--- src/rtl/sh4a_regfile_client.sv ---
// Register-file client: operand fetch over two read ports with bypass, interlock and output skid buffer,
// plus an in-order writeback queue drained onto the single write port. Optional counters: SH4A_RFC_STATS_EN.
module sh4a_regfile_client #(
  parameter int unsigned WB_DEPTH   = 4,
  parameter logic [5:0]  CONST0_IDX = 6'd62,
  parameter logic [5:0]  CONST1_IDX = 6'd63
) (
  input  logic        clk,
  input  logic        reset,
  input  logic        op_valid,
  output logic        op_ready,
  input  logic [5:0]  op_idx_a,
  input  logic [5:0]  op_idx_b,
  input  logic [3:0]  op_tag,
  output logic        out_valid,
  input  logic        out_ready,
  output logic [31:0] out_a,
  output logic [31:0] out_b,
  output logic [3:0]  out_tag,
  input  logic        wb_valid,
  output logic        wb_ready,
  input  logic [5:0]  wb_idx,
  input  logic [31:0] wb_data,
  output logic [5:0]  rf_idx_read0,
  output logic [5:0]  rf_idx_read1,
  input  logic [31:0] rf_read0,
  input  logic [31:0] rf_read1,
  output logic [5:0]  rf_idx_write,
  output logic [31:0] rf_reg_write,
  output logic        rf_write_enable
`ifdef SH4A_RFC_STATS_EN
  ,
  output logic [31:0] stat_hazard_stalls,
  output logic [31:0] stat_bypasses,
  output logic [31:0] stat_wb_full_cycles
`endif
);

  localparam int unsigned PW = $clog2(WB_DEPTH);

  function automatic logic is_const(input logic [5:0] idx);
    return (idx == CONST0_IDX) || (idx == CONST1_IDX);
  endfunction

  // Returns {override, value}: constants and same-cycle write data replace the register-file output.
  function automatic logic [32:0] pick_src(input logic [5:0] idx, input logic we,
                                           input logic [5:0] widx, input logic [31:0] wdata);
    if (idx == CONST0_IDX)        return {1'b1, 32'd0};
    else if (idx == CONST1_IDX)   return {1'b1, 32'd1};
    else if (we && idx == widx)   return {1'b1, wdata};
    else                          return {1'b0, 32'd0};
  endfunction

  // Writeback queue
  logic [5:0]    q_idx  [WB_DEPTH];
  logic [31:0]   q_data [WB_DEPTH];
  logic [PW-1:0] q_head, q_tail;
  logic [PW:0]   q_count;
  logic          q_full, wb_push, wb_pop;

  assign q_full          = (q_count == (PW+1)'(WB_DEPTH));
  assign wb_ready        = !q_full;
  assign wb_push         = wb_valid && !q_full && !is_const(wb_idx);
  assign rf_write_enable = (q_count != '0) && !reset;
  assign wb_pop          = rf_write_enable;
  assign rf_idx_write    = q_idx[q_head];
  assign rf_reg_write    = q_data[q_head];

  always_ff @(posedge clk) begin
    if (wb_push) begin
      q_idx[q_tail]  <= wb_idx;
      q_data[q_tail] <= wb_data;
    end
  end

  always_ff @(posedge clk) begin
    if (reset) begin
      q_head  <= '0;
      q_tail  <= '0;
      q_count <= '0;
    end else begin
      if (wb_push) q_tail <= q_tail + PW'(1);
      if (wb_pop)  q_head <= q_head + PW'(1);
      case ({wb_push, wb_pop})
        2'b10:   q_count <= q_count + (PW+1)'(1);
        2'b01:   q_count <= q_count - (PW+1)'(1);
        default: ;
      endcase
    end
  end

  // Hazard: any queued entry other than the head, which is written (and bypassed) this cycle.
  logic haz_a, haz_b;
  always_comb begin
    haz_a = 1'b0;
    haz_b = 1'b0;
    for (int unsigned i = 1; i < WB_DEPTH; i++) begin
      if (i < 32'(q_count)) begin
        if (q_idx[q_head + PW'(i)] == op_idx_a) haz_a = 1'b1;
        if (q_idx[q_head + PW'(i)] == op_idx_b) haz_b = 1'b1;
      end
    end
    if (is_const(op_idx_a)) haz_a = 1'b0;
    if (is_const(op_idx_b)) haz_b = 1'b0;
  end

  // Read issue and in-flight stage
  logic        inf_valid, inf_ovr_a, inf_ovr_b;
  logic [31:0] inf_val_a, inf_val_b;
  logic [3:0]  inf_tag;
  logic        skid_valid;
  logic [31:0] skid_a, skid_b;
  logic [3:0]  skid_tag;
  logic        accept, out_free;
  logic [32:0] src_a, src_b;
  logic [31:0] res_a, res_b;

  assign rf_idx_read0 = op_idx_a;
  assign rf_idx_read1 = op_idx_b;
  assign src_a        = pick_src(op_idx_a, rf_write_enable, rf_idx_write, rf_reg_write);
  assign src_b        = pick_src(op_idx_b, rf_write_enable, rf_idx_write, rf_reg_write);
  assign out_free     = !out_valid || out_ready;
  assign op_ready     = !skid_valid && !(inf_valid && !out_free) && !haz_a && !haz_b;
  assign accept       = op_valid && op_ready;
  assign res_a        = inf_ovr_a ? inf_val_a : rf_read0;
  assign res_b        = inf_ovr_b ? inf_val_b : rf_read1;

  always_ff @(posedge clk) begin
    if (reset) begin
      inf_valid  <= 1'b0;
      inf_ovr_a  <= 1'b0;
      inf_ovr_b  <= 1'b0;
      inf_val_a  <= '0;
      inf_val_b  <= '0;
      inf_tag    <= '0;
      skid_valid <= 1'b0;
      skid_a     <= '0;
      skid_b     <= '0;
      skid_tag   <= '0;
      out_valid  <= 1'b0;
      out_a      <= '0;
      out_b      <= '0;
      out_tag    <= '0;
    end else begin
      inf_valid <= accept;
      if (accept) begin
        inf_ovr_a <= src_a[32];
        inf_val_a <= src_a[31:0];
        inf_ovr_b <= src_b[32];
        inf_val_b <= src_b[31:0];
        inf_tag   <= op_tag;
      end
      // Skid entry is older than the in-flight result, so it always goes to the output first.
      if (out_free) begin
        if (skid_valid) begin
          out_valid  <= 1'b1;
          out_a      <= skid_a;
          out_b      <= skid_b;
          out_tag    <= skid_tag;
          skid_valid <= inf_valid;
          if (inf_valid) begin
            skid_a   <= res_a;
            skid_b   <= res_b;
            skid_tag <= inf_tag;
          end
        end else if (inf_valid) begin
          out_valid <= 1'b1;
          out_a     <= res_a;
          out_b     <= res_b;
          out_tag   <= inf_tag;
        end else begin
          out_valid <= 1'b0;
        end
      end else if (inf_valid) begin
        skid_valid <= 1'b1;
        skid_a     <= res_a;
        skid_b     <= res_b;
        skid_tag   <= inf_tag;
      end
    end
  end

`ifdef SH4A_RFC_STATS_EN
  function automatic logic [31:0] sat_add(input logic [31:0] c, input logic [1:0] inc);
    logic [32:0] s;
    s = {1'b0, c} + 33'(inc);
    return s[32] ? '1 : s[31:0];
  endfunction

  logic byp_a, byp_b;
  assign byp_a = accept && rf_write_enable && !is_const(op_idx_a) && (op_idx_a == rf_idx_write);
  assign byp_b = accept && rf_write_enable && !is_const(op_idx_b) && (op_idx_b == rf_idx_write);

  always_ff @(posedge clk) begin
    if (reset) begin
      stat_hazard_stalls  <= '0;
      stat_bypasses       <= '0;
      stat_wb_full_cycles <= '0;
    end else begin
      stat_hazard_stalls  <= sat_add(stat_hazard_stalls, {1'b0, op_valid && !op_ready && (haz_a || haz_b)});
      stat_bypasses       <= sat_add(stat_bypasses, {1'b0, byp_a} + {1'b0, byp_b});
      stat_wb_full_cycles <= sat_add(stat_wb_full_cycles, {1'b0, q_full});
    end
  end
`endif

endmodule

--- config.mk ---
export PLATFORM = sky130hd
export DESIGN_NAME = sh4a_regfile_client
export DESIGN_NICKNAME = d
export VERILOG_FILES = /design/src/rtl/sh4a_regfile_client.sv
export SDC_FILE = /design/constraint.sdc
export NUM_CORES = 1
export LEC_CHECK = 0
export CORE_MARGIN = 4
export CORE_UTILIZATION = 36
export CTS_CLUSTER_DIAMETER = 80
export DETAILED_ROUTE_END_ITERATION = 6
export PLACE_DENSITY = 0.7
export SLEW_MARGIN = 20
export SYNTH_ARGS = -nofsm -noshare
export SYNTH_HDL_FRONTEND = slang
export SYNTH_SLANG_ARGS = --single-unit
--- constraint.sdc ---
create_clock -name clk -period 2.56 [get_ports clk]
set_input_delay 0.256 -clock clk [delete_from_list [all_inputs] [get_ports clk]]
set_output_delay 0.256 -clock clk [all_outputs]
set_load 0.02 [all_outputs]
=== Yosys cells after proc, flatten, opt, wreduce, memory -nomap -nowiden ===
Memories as Yosys holds them, arrays and structs flattened. A register that Yosys moved wholly into a read port is not among the register bits.
Cells that the tools add are included.
Widths: inputs -> output; s select.

* Register bits after elaboration: 216
* RAM bits: 152
* Input port bits: 123
* Output and inout port bits: 122
* Memories: 2

* $add $sub $neg: 6
* Magnitude comparators: 3
* Equal/unequal tests: 18
* Muxes and demuxes: 49
* Reductions and logical operators: 28

{| class="wikitable"
|+ Memories
! memory !! depth !! bits a word !! rd ports !! clocked after Yosys merged registers in !! write ports !! line !! text
|-
| q_data || 4 || 32 || 1 || 1 || 1 || 56 || <nowiki>logic [31:0] q_data [WB_DEPTH];</nowiki>
|-
| q_idx || 4 || 6 || 4 || 1 || 1 || 55 || <nowiki>logic [5:0] q_idx [WB_DEPTH];</nowiki>
|}

{| class="wikitable"
|+ Operator list
! cell !! count
|-
| $mux 32 || 12
|-
| $mux 33 || 6
|-
| $eq 6x6->1 || 8
|-
| $eq 6x6->1 const B || 6
|-
| $mux 1 || 21
|-
| $mux 4 || 5
|-
| $logic_and 1x1->1 || 10
|-
| $logic_not 1->1 || 9
|-
| $mux 2 || 4
|-
| $lt 2x3->1 const A || 2
|-
| $pmux 3 s2 || 1
|-
| $reduce_bool 2->1 || 3
|-
| $add 2x1->2 const B || 2
|-
| $add 2x2->2 const B || 2
|-
| $logic_or 1x1->1 || 4
|-
| $add 3x1->3 const B || 1
|-
| $eq 3x3->1 const B || 1
|-
| $lt 1x3->1 const A || 1
|-
| $reduce_bool 3->1 || 1
|-
| $sub 3x1->3 const B || 1
|-
| $eq 2x1->1 const B || 1
|-
| $eq 2x2->1 const B || 1
|-
| $ne 2x2->1 const B || 1
|-
| $reduce_and 2->1 || 1
|}

=== Longest topological paths before layout ===
Gate-level depths: netlist of run 1.
An unclocked memory read counts as a cell.

* Word-level depth: 14
* Depth in mapped cells: 11
* Depth with buffers taken out: 10

=== Least setup slack after synthesis of run 1 ===
No wires, ideal clock.

* Path kind: reg-to-reg
* Start: reg q_count[0]
* End: mem q_data[1][0] (enable)
* Data arrival time: 2.308 ns
* Required time: 2.161 ns
* Setup slack: -0.147 ns
* Cell stages (with the launch flop): 7
* Cells stage by stage: dfxtp_1 inv_1 ha_1 nand2_1 nand2_1 a31oi_1 and2_1

* Longest elaborated chain between the ends: 6

{| class="wikitable"
|+ Ends and longest elaborated chain
! element !! line !! text
|-
| start, declared || 58 || <nowiki>logic [PW:0] q_count;</nowiki>
|-
| start signal, assigned || 85 || <nowiki>2'b10: q_count <= q_count + (PW+1)'(1);</nowiki>
|-
| start signal, assigned || 86 || <nowiki>2'b01: q_count <= q_count - (PW+1)'(1);</nowiki>
|-
| $eq 3x3->1 || 61 || <nowiki>assign q_full = (q_count == (PW+1)'(WB_DEPTH));</nowiki>
|-
| $logic_not 1->1 || n/a ||
|-
| net wb_ready || 21 || <nowiki>output logic wb_ready,</nowiki>
|-
| $logic_and 1x1->1 (2 in a row) || 63 || <nowiki>assign wb_push = wb_valid && !q_full && !is_const(wb_idx);</nowiki>
|-
| $mux 1 || 70 || <nowiki>if (wb_push) begin</nowiki>
|-
| $mux 1 (not written as such) || 72 || <nowiki>q_data[q_tail] <= wb_data;</nowiki>
|-
| end, declared || 56 ||
|}

The timed path passes the listed nets, and every way through them passes these cells.

=== Worst setup path after layout of run 1 ===
* Start: reg q_head[1]
* End: out op_ready

* Longest elaborated chain between the ends: 13
* Elaborated cells between the ends (all ways): 28

{| class="wikitable"
|+ Ends and longest elaborated chain
! element !! line !! text
|-
| start, declared || 57 || <nowiki>logic [PW-1:0] q_head, q_tail;</nowiki>
|-
| start signal, assigned || 83 || <nowiki>if (wb_pop) q_head <= q_head + PW'(1);</nowiki>
|-
| $add 2x1->2 || 99, 100 ||
|-
| $mem_v2 4x6 (*) || n/a ||
|-
| $eq 6x6->1 || 99 || <nowiki>if (q_idx[q_head + PW'(i)] == op_idx_a) haz_a = 1'b1;</nowiki>
|-
| $mux 1 || 99 ||
|-
| $mux 1 || 98 || <nowiki>if (i < 32'(q_count)) begin</nowiki>
|-
| $mux 1 || 99 ||
|-
| $mux 1 || 98 ||
|-
| $mux 1 || 99 ||
|-
| $mux 1 || 98 ||
|-
| $mux 1 || 103 || <nowiki>if (is_const(op_idx_a)) haz_a = 1'b0;</nowiki>
|-
| $logic_not 1->1 || 123 || <nowiki>assign op_ready = !skid_valid && !(inf_valid && !out_free) && !haz_a && !haz_b;</nowiki>
|-
| $logic_and 1x1->1 || 123 ||
|-
| $logic_and 1x1->1 (*) || 123 ||
|-
| end, declared || 11 || <nowiki>output logic op_ready,</nowiki>
|}

Every way passes the cells marked *; elsewhere a longest branch is shown, timed or not.

==> results.py, run 1 <==
metrics = {
    "power": {
        "p_clk_frac": 0.340,
        "power_leakage_nw": 8.001,
        "combPwrFrac": 0.301,
        "power.switching_mw": 5.539,
        "swShare": 0.2953,
        "ir_drop_mv": 0.5010,
        "p_per_area_mw_per_mm2": 841.6,
        "seqPwrFrac": 0.358,
        "power.total_mw": 18.76,
        "p_int_mw": 13.22,
    },
    "grt": {
        "antenna_found_initial": 6,
        "grt_usage": 0.1866,
        "grt_pass1_vias": 11740,
        "grt_pass1_wl_um": 70280,
        "overflow": 0,
        "grt_max_degree": 180,
    },
    "worst_setup_path": {
        "timing.critical_path.buf_inv": 3,
        "worstPathRequired_ns": 2.30,
        "crit_path_top_delay_cell": "mux4_4",
        "end_kind": "output port",
        "crit_path_start_kind": "flip-flop",
        "slowest_delay_ns": 0.46,
        "path_max_fanout": 4,
        "crit_type": "flip-flop to output port",
        "path_cells": "clkbuf_16 -> buf_6 -> mux4_4 -> xnor2_2 -> nand3_1 -> or3_4 -> o41ai_4 -> nor4bb_4 -> buf_4",
        "cp.arrival_ns": 2.66,
        "critPathTopFamily": "simple AND/OR/NAND/NOR gates",
    },
    "placement": {
        "dpl_cell_area_mm2": 0.02012,
        "port_buffers": 244,
        "dp_hpwl_um": 33010,
        "place_ws_ns": -0.4202,
        "post-place-cells": 2309,
        "place_congestion": 0.8609,
    },
    "logic_synthesis": {
        "synth_edf_count": 152,
        "synth_nets": 1609,
        "synthArstFlopShare": 0,
        "ys_types": 46,
        "syn_area_mm2": 0.01629,
        "seq_area_frac_synth": 0.5480,
        "synth-main-ff-cell": "dfxtp_1",
        "synth_top_cell_by_area": "edfxtp_1",
        "synthTopCellsByArea": "edfxtp_1 (28%), dfxtp_1 (27%), mux2i_1 (9.3%)",
        "syn_inst": 1477,
        "yosysWarningCount": 0,
        "avgSynthCellArea_um2": 11.03,
        "synth_seq_cells": 370,
        "synth.top_cell.area_share": 0.2801,
    },
    "clock_tree": {
        "clk-insertion-delay-late_ns": 0.56,
        "clockRootBuffer": "clkbuf_16",
        "numCtsBuffers": 41,
        "htreeDepth": 2,
        "clk_pin_slew_ns": 0.06,
        "cts_buffer_depth": 3,
        "clkSinkCount": 370,
        "cts_hold_buf": 0,
        "cts_tree": "built",
    },
    "drt": {
        "ant_nets": 0,
        "drt_iter0_markers": 934,
        "viasPerCell": 4.968,
        "via_count": 12040,
        "avgRoutedWirePerCell_um": 19.28,
        "drc": 0,
        "drtPass1Iterations": 5,
        "wl_um": 46740,
    },
    "floorplan": {
        "die_y_um": 220.7,
        "num_rows": 77,
        "floorplan.initialDensity": 0.3661,
        "die_area_mm2": 0.04873,
        "dieWidth_um": 220.7,
        "coreArea_mm2": 0.04451,
        "io_pins": 245,
    },
    "timing": {
        "setup_slack_ns": -0.3554,
        "fin_tns_setup_ns": -10.98,
        "slew_violations": 0,
        "hold_viol_final": 0,
        "slew_headroom": 0.3711,
        "finalSetupViolCount": 72,
        "whs_ns": 0.2669,
        "finClkSkew_ns": 0.03003,
        "fin_crit_sh": 1.139,
        "fmax_mhz": 343.0,
        "finalCriticalPeriod_ns": 2.915,
        "rsz0062_at_grt": "yes",
        "worst_slew_pin_slew_ns": 0.9398,
    },
    "finish": {
        "postLayoutCoreUtil": 0.5007,
        "final_area_mm2": 0.02229,
        "final_cells": 2424,
        "drive_gt1_frac": 0.1893,
        "fin_nets": 1928,
        "area_delta_synth_final_pct": 36.78,
        "fill_cells": 3989,
    },
    "status": {
        "violations": "setup timing",
        "status": "finished with violations",
    },
    "hold_path": {
        "hold_class": "primary input to flip-flop",
    },
    "run": {
        "cap_viol_max_count": 0,
    },
}
## layout make-up
class	count	area [um2]	area share
multi-input cells	969	6910	0.3101
flip-flops and latches	370	8947	0.4015
diodes	4	10.01	0.0004492
repair buffers	403	4153	0.1863
clock inverters	23	355.3	0.01595
clock buffers	52	1127	0.05059
well taps	592	740.7	0.03324
inverters	11	41.29	0.001853
## final timing paths
kind | start | end | slack [ns] | cells past startpoint
hold / removal | reset | out_b[7] | 0.27 | 3
setup / recovery | q_head[1] | op_ready | -0.36 | 9
setup reg to reg | q_head[1] | inf_val_b[0] | -0.25 | 11
hold reg to reg | skid_tag[1] | skid_tag[1] | 0.46 | 2
## Yosys cell counts, types with 4 or more instances
cell type and number:
mux4_2 49, nor2b_1 4, nand3_1 6, inv_1 10, nand2b_1 73, mux2i_1 152, buf_2 9, buf_4 14
nand2_1 77, ha_1 9, and2_1 4, nor3_1 4, dfxtp_1 218, buf_1 10, a211oi_1 65, a21oi_1 146
nand4_1 5, buf_6 8, clkbuf_1 85, xor2_1 17, edfxtp_1 152, nor2_1 283, xnor2_1 39
## power by group through the flow
stage / sequential (mW) / combinational [mW] / clock [mW]
after floorplan: 6.84 / 2.77 / 0
after global placement: 6.82 / 5.26 / 0
after detailed placement: 6.85 / 5.25 / 0
after CTS: 6.72 / 5.52 / 6.54
after global routing: 6.76 / 6.04 / 6.76
final: 6.72 / 5.65 / 6.38
## routing by layer
metal	share of wire	GRT usage	up-vias
li1	-	-	5872
met1	0.46	0.2637	5781
met2	0.46	0.2923	313
met3	0.051	0.03598	73
met4	0.025	0.05679	4
met5	0.00079	0	-
## tightest hold or removal path, cell delays in order
cell	delay, ns
buf_6	0.11
buf_12	0.23
nor2_1	0.16
## repair_timing
action                                  in CTS  in global routing
cloned                                       9                  3
pin swaps                                    8                 12
resized for setup                           78                 91
setup buffers                               10                 20
endpoints found under the setup margin     107                 89
## flip-flops by register name, summed over array words and instances (netlist names), 24 cells and up, named ones only
name       flops
inf_val_b     32
skid_b        32
out_b         32
out_a         32
q_data       128
skid_a        32
inf_val_a     32
q_idx         24
## layout by cell type (no fill, tap or decap), types with 4 or more instances in the layout
cell type          n
xor2_1            17
diode_2            4
a21oi_1          145
dlygate4sd2_1      5
nor2b_1            4
clkbuf_16         44
clkbuf_1           5
buf_12            27
ha_1               9
bufinv_16          8
dfxtp_1          211
buf_8              5
nor2_1           282
buf_16            10
clkbuf_8           6
mux4_2            49
dfxtp_4            4
and2_2             4
xnor2_1           33
buf_4            109
nand4_1            5
nand2b_1          73
edfxtp_1         152
clkbuf_2          25
buf_6              8
nand3_1            6
a211oi_1          65
inv_1             10
nor3_1             4
mux2i_1          150
nand2_1           77
clkdlybuf4s50_1  206
clkinv_2           5
xnor2_2            6
## logic make-up after synthesis
kind of cell,synth area share
AND/OR/NAND/NOR,0.1244
flip-flops,0.5480
AO/OA/AOI/OAI,0.08309
multiplexers,0.1671
buffers and inverters,0.04039
XOR/XNOR,0.03010
adder cells (fa/ha/maj),0.006912
Note: power is estimated with default switching activity, not from simulation.
==> run 2: changes to the inputs <==
CORE_UTILIZATION = 49   (was 36)
PLACE_DENSITY = 0.87   (was 0.7)
==> run 2 against run 1 <==
  * The run still ends with setup timing left
  * Hold slack improved by 0.014 ns
  * Sequential share of layout area increased by 0.85 points
  * Combinational power decreased by 9.4%
  * Global-route usage increased by 4.8 points
==> results.py, run 2 (synthesis gave the netlist of run 1 again) <==
metrics = {
    "drt": {
        "wl_um": 45210,
        "drc": 0,
        "avgRoutedWirePerCell_um": 20.16,
        "via_count": 12350,
        "viasPerCell": 5.509,
        "ant_nets": 0,
        "drtPass1Iterations": 5,
        "drt_iter0_markers": 925,
    },
    "floorplan": {
        "num_rows": 66,
        "die_area_mm2": 0.03623,
        "die_y_um": 190.4,
        "dieWidth_um": 190.4,
        "coreArea_mm2": 0.03270,
        "floorplan.initialDensity": 0.4982,
        "io_pins": 245,
    },
    "worst_setup_path": {
        "worstPathRequired_ns": 3.00,
        "crit_path_top_delay_cell": "mux4_2",
        "end_kind": "flip-flop",
        "cp.arrival_ns": 3.33,
        "timing.critical_path.buf_inv": 5,
        "path_max_fanout": 8,
        "slowest_delay_ns": 0.55,
        "crit_type": "flip-flop to flip-flop",
        "critPathTopFamily": "buffers and inverters",
        "path_cells": "buf_4 -> buf_6 -> mux4_2 -> xnor2_1 -> nand4_1 -> nor4_2 -> buf_4 -> nor3b_4 -> buf_6 -> clkbuf_16 -> nand2_2 -> mux2i_1",
        "crit_path_start_kind": "flip-flop",
    },
    "timing": {
        "finalCriticalPeriod_ns": 2.891,
        "finalSetupViolCount": 72,
        "hold_viol_final": 0,
        "setup_slack_ns": -0.3305,
        "rsz0062_at_grt": "yes",
        "fin_crit_sh": 1.129,
        "worst_slew_pin_slew_ns": 1.033,
        "finClkSkew_ns": 0.03162,
        "slew_violations": 0,
        "fmax_mhz": 346.0,
        "whs_ns": 0.2804,
        "slew_headroom": 0.3114,
    },
    "status": {
        "violations": "setup timing",
        "status": "finished with violations",
    },
    "finish": {
        "final_area_mm2": 0.02182,
        "area_delta_synth_final_pct": 33.94,
        "regMostFlops": "q_data",
        "layout_common_cells": "nor2_1 (282), dfxtp_1 (211), clkdlybuf4s50_1 (207)",
        "drive_gt1_frac": 0.1719,
        "layout_commonest_cell": "nor2_1",
        "fin_nets": 1895,
        "final_cells": 2242,
        "largest_reg_flops": 128,
    },
    "clock_tree": {
        "cts_tree": "built",
        "clockRootBuffer": "clkbuf_16",
        "clk-insertion-delay-late_ns": 0.54,
        "clkSinkCount": 370,
        "numCtsBuffers": 39,
        "htreeDepth": 2,
        "clk_pin_slew_ns": 0.06,
        "cts_buffer_depth": 3,
    },
    "grt": {
        "overflow": 0,
        "grt_usage": 0.2345,
        "grt_pass1_wl_um": 67350,
        "grt_pass1_vias": 12090,
        "antenna_found_initial": 8,
        "grt_max_degree": 226,
    },
    "placement": {
        "dp_hpwl_um": 30470,
        "dpl_cell_area_mm2": 0.01977,
        "place_congestion": 0.9115,
        "place_ws_ns": -0.3788,
        "port_buffers": 244,
        "post-place-cells": 2138,
    },
    "run": {
        "cap_viol_max_count": 0,
    },
    "power": {
        "ir_drop_mv": 0.7998,
        "power_leakage_nw": 7.869,
        "p_per_area_mw_per_mm2": 809.8,
    },
    "hold_path": {
        "hold_class": "primary input to flip-flop",
    },
}
run 2: cell types whose count changed in the layout (fill, tap and decap cells not counted), moves of 4 or more:
cell,previous run,this run
nand2_4,0,10
clkbuf_2,25,0
nand2_1,77,57
mux2i_2,2,7
diode_2,4,8
buf_4,109,80
nand2_2,0,10
dlygate4sd2_1,5,33
buf_16,10,2
run 2: what timing repair did:
item,4_1_cts,5_1_grt
hold buffers,0,0
pin swaps,6,20
gates cloned,7,3
gates resized for setup,82,63
setup endpoints to repair,105,90
buffers inserted,8,13
run 2: tightest hold or removal path: cells and delay by family:
family,cells,cell delay (ns)
simple gates,1,0.17
buf+inv,2,0.33
run 2: layout make-up:
class                      count  area [um2]
antenna                        8       20.02
clock buffer                  48        1060
clock inverter                22       279.0
fill                        2394       10880
inverter                      11       41.29
multi-input combinational    969        7012
sequential                   370        8947
tap                          442       553.0
timing repair buffer         372        3911
run 2: per-layer routing:
metal | GRT usage | vias up | wire length, um
met5 | 0 | - | 7
met4 | 0.09448 | 2 | 1819
met3 | 0.03479 | 107 | 2397
li1 | - | 5791 | -
met2 | 0.3798 | 404 | 21660
met1 | 0.3197 | 6048 | 19320
run 2: report_power, final:
part           switching (mW)  internal, mW
registers               0.229          6.51
logic                    2.76          2.36
clock network            2.33          3.48
total                    5.32          12.4
run 2: metrics by stage:
step,util,TNS (ns),power [mW]
3_3_place_gp,0.6046,-12.03,11.64
4_1_cts,0.6586,-14.82,17.62
5_1_grt,0.6673,-21.64,18.33
3_5_place_dp,0.6046,-17.39,11.71
2_1_floorplan,-,0,9.612
6_report,0.6674,-13.06,17.67
run 2: final timing paths:
kind,from,endpoint,slack [ns],depth (start not counted)
setup / recovery,q_idx[3][0],inf_val_a[19],-0.33,12
hold / removal,reset,out_b[1],0.28,3
setup reg to reg,q_idx[3][0],inf_val_a[19],-0.33,12
hold reg to reg,skid_tag[2],skid_tag[2],0.46,2
==> run 3: changes to the inputs <==
HOLD_SLACK_MARGIN = 0.15   (was unset)
==> results of run 3 <==
No change in the layout: final DEF, timing and power equal those of run 2.
